**config.mk**
```make
export PLATFORM = sky130hd
export DESIGN_NAME = audio_path_ctrl
export DESIGN_NICKNAME = d
export VERILOG_FILES = /design/src/rtl/audio_path_ctrl.sv
export SDC_FILE = /design/constraint.sdc
export NUM_CORES = 1
export LEC_CHECK = 0
export BUFFER_PORTS_ARGS = -buffer_cell sky130_fd_sc_hd__buf_2
export CELL_PAD_IN_SITES_DETAIL_PLACEMENT = 1
export CELL_PAD_IN_SITES_GLOBAL_PLACEMENT = 2
export CORE_MARGIN = 2
export CORE_UTILIZATION = 30
export DETAILED_ROUTE_END_ITERATION = 10
export PLACE_DENSITY_LB_ADDON = 0.1
export SYNTH_ARGS = -nofsm -noshare
export SYNTH_HDL_FRONTEND = slang
export SYNTH_SLANG_ARGS = --single-unit
```
**constraint.sdc**
```tcl
create_clock -name i_clk -period 5.6 [get_ports i_clk]
set_input_delay 0 -clock i_clk [delete_from_list [all_inputs] [get_ports i_clk]]
set_output_delay 0 -clock i_clk [all_outputs]
set_load 0.005 [all_outputs]
```
**src/rtl/audio_path_ctrl.sv**
```systemverilog
// audio_path_ctrl: sequences the 1-bit mic -> FIFO -> amplifier loopback path.
// Generates the mic bit clock, fills an external FIFO to a prefill level,
// streams samples to the amp PWM pin, and drains the FIFO on stop.
module audio_path_ctrl #(
  parameter int unsigned CLK_DIV = 50,
  parameter int unsigned FIFO_AW = 4,
  parameter int unsigned PREFILL = 8
) (
  input  logic             i_clk,
  input  logic             i_reset,
  input  logic             i_enable,
  input  logic             i_mic_data,
  output logic             o_mclk,
  output logic             o_fifo_din,
  output logic             o_fifo_wr,
  output logic             o_fifo_rd,
  input  logic             i_fifo_dout,
  input  logic             i_fifo_full,
  input  logic             i_fifo_empty,
  input  logic [FIFO_AW:0] i_fifo_level,
  output logic             o_amp_pwm,
  output logic             o_amp_sd,
  output logic [1:0]       o_state,
  output logic [7:0]       o_overrun_cnt,
  output logic [7:0]       o_underrun_cnt
);

  localparam int unsigned DIV_W = (CLK_DIV > 1) ? $clog2(CLK_DIV) : 1;
  localparam int unsigned LVL_W = FIFO_AW + 1;
  localparam int unsigned CNT_W = 8;

  localparam logic [DIV_W-1:0] DIV_LAST    = DIV_W'(CLK_DIV - 1);
  localparam logic [LVL_W-1:0] PREFILL_LVL = LVL_W'(PREFILL);
  localparam logic [CNT_W-1:0] CNT_MAX     = {CNT_W{1'b1}};
  localparam logic [CNT_W-1:0] CNT_ONE     = CNT_W'(1);

  typedef enum logic [1:0] {
    S_IDLE   = 2'd0,
    S_FILL   = 2'd1,
    S_STREAM = 2'd2,
    S_DRAIN  = 2'd3
  } state_e;

  state_e           r_state;
  state_e           w_state_nxt;

  logic [DIV_W-1:0] r_div;
  logic             r_mclk;
  logic             w_div_term;
  logic             w_tick;

  logic             r_fifo_wr;
  logic             r_fifo_rd;
  logic             r_fifo_din;
  logic             r_rd_dly;
  logic             r_amp_pwm;
  logic             r_amp_sd;
  logic [CNT_W-1:0] r_overrun_cnt;
  logic [CNT_W-1:0] r_underrun_cnt;

  logic             w_wr_nxt;
  logic             w_rd_nxt;
  logic             w_din_nxt;
  logic             w_ovr_inc;
  logic             w_und_inc;

  // tick marks the cycle whose closing edge raises mclk
  assign w_div_term = (r_div == DIV_LAST);
  assign w_tick     = w_div_term & ~r_mclk;

  // Free-running mic clock divider, active in every state
  always_ff @(posedge i_clk or negedge i_reset) begin
    if (!i_reset) begin
      r_div  <= '0;
      r_mclk <= 1'b0;
    end else if (w_div_term) begin
      r_div  <= '0;
      r_mclk <= ~r_mclk;
    end else begin
      r_div  <= r_div + DIV_W'(1);
    end
  end

  // FSM state register
  always_ff @(posedge i_clk or negedge i_reset) begin
    if (!i_reset) begin
      r_state <= S_IDLE;
    end else begin
      r_state <= w_state_nxt;
    end
  end

  // Next state and per-tick FIFO decisions, all from pre-tick flags
  always_comb begin
    w_state_nxt = r_state;
    w_wr_nxt    = 1'b0;
    w_rd_nxt    = 1'b0;
    w_din_nxt   = r_fifo_din;
    w_ovr_inc   = 1'b0;
    w_und_inc   = 1'b0;
    case (r_state)
      S_IDLE: begin
        if (i_enable) begin
          w_state_nxt = S_FILL;
        end
      end
      S_FILL: begin
        if (w_tick) begin
          if (i_fifo_full) begin
            w_ovr_inc = 1'b1;
          end else begin
            w_wr_nxt  = 1'b1;
            w_din_nxt = i_mic_data;
          end
        end
        if (!i_enable) begin
          w_state_nxt = S_DRAIN;
        end else if (i_fifo_level >= PREFILL_LVL) begin
          w_state_nxt = S_STREAM;
        end
      end
      S_STREAM: begin
        if (w_tick) begin
          if (i_fifo_full) begin
            w_ovr_inc = 1'b1;
          end else begin
            w_wr_nxt  = 1'b1;
            w_din_nxt = i_mic_data;
          end
          if (i_fifo_empty) begin
            w_und_inc = 1'b1;
          end else begin
            w_rd_nxt  = 1'b1;
          end
        end
        if (!i_enable) begin
          w_state_nxt = S_DRAIN;
        end
      end
      S_DRAIN: begin
        if (w_tick) begin
          if (i_fifo_empty) begin
            w_state_nxt = S_IDLE;
          end else begin
            w_rd_nxt    = 1'b1;
          end
        end
      end
      default: begin
        w_state_nxt = S_IDLE;
      end
    endcase
  end

  // FIFO strobes and write data; strobes last one clk since ticks are >=4 clk apart
  always_ff @(posedge i_clk or negedge i_reset) begin
    if (!i_reset) begin
      r_fifo_wr  <= 1'b0;
      r_fifo_rd  <= 1'b0;
      r_fifo_din <= 1'b0;
      r_rd_dly   <= 1'b0;
    end else begin
      r_fifo_wr  <= w_wr_nxt;
      r_fifo_rd  <= w_rd_nxt;
      r_fifo_din <= w_din_nxt;
      r_rd_dly   <= r_fifo_rd;
    end
  end

  // Amp drive: pwm captures read data the clk after it becomes valid, muted outside streaming/drain
  always_ff @(posedge i_clk or negedge i_reset) begin
    if (!i_reset) begin
      r_amp_pwm <= 1'b0;
      r_amp_sd  <= 1'b0;
    end else begin
      r_amp_sd <= (w_state_nxt != S_IDLE);
      if ((w_state_nxt == S_IDLE) || (w_state_nxt == S_FILL)) begin
        r_amp_pwm <= 1'b0;
      end else if (r_rd_dly) begin
        r_amp_pwm <= i_fifo_dout;
      end
    end
  end

  // Saturating overrun/underrun event counters
  always_ff @(posedge i_clk or negedge i_reset) begin
    if (!i_reset) begin
      r_overrun_cnt  <= '0;
      r_underrun_cnt <= '0;
    end else begin
      if (w_ovr_inc && (r_overrun_cnt != CNT_MAX)) begin
        r_overrun_cnt <= r_overrun_cnt + CNT_ONE;
      end
      if (w_und_inc && (r_underrun_cnt != CNT_MAX)) begin
        r_underrun_cnt <= r_underrun_cnt + CNT_ONE;
      end
    end
  end

  assign o_mclk         = r_mclk;
  assign o_fifo_din     = r_fifo_din;
  assign o_fifo_wr      = r_fifo_wr;
  assign o_fifo_rd      = r_fifo_rd;
  assign o_amp_pwm      = r_amp_pwm;
  assign o_amp_sd       = r_amp_sd;
  assign o_state        = r_state;
  assign o_overrun_cnt  = r_overrun_cnt;
  assign o_underrun_cnt = r_underrun_cnt;

endmodule
```
==> impl_metrics.csv <==
group,metric,value,unit
cts,root_buffer,"clkbuf_8",
timing,hold_viol,0,
synth,postSynth.asyncResetShare,1.000,
timing,worst_slew_pin_slew,0.7244,ns
routing,drc,0,
cts,clkTransAtPathRegs,0.07,ns
pwr,finalPower,0.5713,mW
final_layout,antenna_cells,0,
timing,fin_skew,0.006765,ns
synth,synth_flop_cell,"dfrtp_1",
synth,synth_area,1546,sq um
routing,wl_per_cell,14.12,microns
worst_setup_path,cp_max_fo,7,
flow_run,cap_viol_max_count,0,
timing,tns,0,ns
placed_design,dp_hpwl,2.598,mm
worst_setup_path,critPathCaptureType,"flop",
routing,via_per_inst,4.671,
routing,drtIter0Drc,33,
grt,grt_start_max_net_pins,32,
synth,synth_nets,153,
die,fp.dieW,75.80,microns
hold_path,whs_endpoint,"o_amp_pwm",
hold_path,min_path_type,"in2reg",
timing,layout_min_cycle_time,2.071,ns
grt,grt-ovfl-total,0,
timing,slew_headroom,0.5171,
timing,finalSetupViolations,0,
timing,max_freq,0.4829,GHz
synth,syn_area_per_cell,11.63,sq um
timing,maxSlewViolCount,0,
final_layout,fin_util,0.3814,
routing,wl,3.473,mm
worst_setup_path,cp_common_cell,"inv_1",
worst_setup_path,path_cells,"inv_1 > ha_1 > inv_1 > or3_1 > nor2_1 > mux2_1",
synth,ys_ff_latch,31,
cts,ctsLongestPathBuffers,2,
hold_path,hold_depth,3,
synth,synth_cell_type_count,36,
worst_setup_path,cpPeakStageDelay,0.56,ns
grt,antenna_found_initial,0,
die,die_area,5745,sq um
placed_design,gp_congestion,0.7778,
final_layout,layout_commonest_cell,"buf_2",
worst_setup_path,r2r-end,"o_underrun_cnt[1]",
cts,cts_tree,"yes",
placed_design,portBuffers,32,
die,rows,26,
worst_setup_path,worstPathRequired,5.76,ns
cts,insertion_delay,0.28,ns
final_layout,fillers,574,
worst_setup_path,r2r-start,"o_state[0]",
worst_setup_path,path_class,"reg2reg",
routing,ant_nets,0,
worst_setup_path,reg2reg_slack,3.53,ns
die,chipHeight,75.80,microns
die,pin_count,36,
run_status,status,"finished, final reports clean",
timing,hold_ws,0.07859,ns
die,core_area,5042,sq um
final_layout,syn2layout_area_growth,24.35,%
routing,vias,1149,
timing,period_share,0.3698,
worst_setup_path,cp_slowest_cell,"or3_1",
final_layout,layout_common_cells,"buf_2 (32), dfrtp_1 (31), xor2_1 (14), nor2_1 (11)",
synth,syn_inst,133,
timing,rsz0062_at_grt,"no",
synth,seq_area_frac_synth,0.5016,
pwr,power_density,297.1,nW/um^2
cts,cts.sinks,31,
pwr,leakage,0.9769,nW
synth,netlist_top_cells_area,"dfrtp_1 (50%), xor2_1 (7.9%), ha_1 (6.5%)",
grt,grt_pass1_vias,1204,
synth,synth_edf_count,0,
grt,grt_pass1_wl,5.733,mm
routing,firstDrtPassIters,3,
hold_path,min-delay-start,"i_fifo_dout",
synth,yosys_warnings,0,
worst_setup_path,r2r_cells,6,
worst_setup_path,crit_arrival,2.24,ns
synth,synth_top_area_frac,0.5016,
pwr,ir_drop,0.1527,mV
synth,yosysTopAreaCell,"dfrtp_1",
cts,h-tree-depth,2,
final_layout,nets,195,
cts,cts_buffers,5,
final_layout,drive_above_1_share,0.2784,
grt,track_usage,0.1350,
die,initial_core_util,0.3067,
worst_setup_path,cp-start-kind,"flop",
[synth_stat cells (all sizes together) (3+ instances only)]
master   n
nand3b   3
xor2    14
dfrtp   31
nand4    5
nor3     3
inv      5
nand2    8
mux2     5
o21ai    3
nand3    6
ha       8
nor4     7
nor2    12
[cells by family after synthesis]
| group | Yosys count | synth area share |
|---|---|---|
| AND/OR/NAND/NOR | 57 | 0.2451 |
| flip-flops | 31 | 0.5016 |
| XOR/XNOR | 16 | 0.09062 |
| AO/OA/AOI/OAI | 10 | 0.04207 |
| adder cells (fa/ha/maj) | 8 | 0.06473 |
| buffers and inverters | 6 | 0.01942 |
| multiplexers | 5 | 0.03641 |
[stage by stage]
step	cell area, sq um	setup WS (ns)	std cells
2_1_floorplan	1546	3.737	133
3_5_place_dp	1783	3.504	234
5_1_grt	1923	3.356	246
3_3_place_gp	1783	3.551	234
4_1_cts	1923	3.503	246
6_report	1923	3.529	246
[per-layer routing]
metal / vias up / global-route usage / wire length (microns)
met5: - / 0 / 0
met4: 0 / 0.05848 / 59
met3: 5 / 0.03571 / 132
met2: 22 / 0.2174 / 1702
met1: 567 / 0.1701 / 1578
li1: 555 / - / -
[power breakdown]
part           total, mW  switching [mW]  internal, mW
combinational      0.133          0.0784        0.0548
sequential         0.246         0.00916         0.236
clock              0.192          0.0804         0.112
[state kept, by name (all words and copies together) (netlist names)]
register        cells
o_fifo_rd           1
o_amp_sd            1
o_mclk              1
r_rd_dly            1
o_amp_pwm           1
r_div               6
o_fifo_din          1
o_overrun_cnt       8
o_underrun_cnt      8
o_fifo_wr           1
o_state             2
[timing repair]
| item | CTS | global route |
|---|---|---|
| hold endpoints to repair | 34 | 0 |
| hold buffers | 4 | 0 |
| endpoints found under the setup margin | 0 | 0 |
| gates resized for setup | 0 | 0 |
| setup buffers | 0 | 0 |
[critical path: cells and delay by family (launching register included)]
family / cells / cell delay, ns
multiplexers: 1 / 0.35
AND/OR/NAND/NOR: 2 / 0.80
flip-flops: 1 / 0.41
buffers and inverters: 2 / 0.19
adder cells (fa/ha/maj): 1 / 0.21
[how the worst max path moves through the flow]
| stage | slack, ns | startpoint | endpoint |
|---|---|---|---|
| CTS | 3.50 | o_state[0] | o_underrun_cnt[1] |
| global route | 3.36 | o_state[0] | o_underrun_cnt[1] |
| global placement | 3.55 | o_state[0] | o_underrun_cnt[1] |
| detailed placement | 3.50 | o_state[0] | o_underrun_cnt[1] |
| floorplan | 3.74 | o_state[0] | o_underrun_cnt[1] |
| finish | 3.53 | o_state[0] | o_underrun_cnt[1] |
[layout make-up]
type | instances | area, sq um | area share
Sequential cell | 31 | 775.7 | 0.4034
Tap cell | 70 | 87.58 | 0.04554
Clock buffer | 8 | 100.1 | 0.05205
Multi-Input combinational cell | 96 | 740.7 | 0.3852
Timing Repair Buffer | 36 | 200.2 | 0.1041
Inverter | 5 | 18.77 | 0.009759
Note: power is estimated with default switching activity, not from simulation.
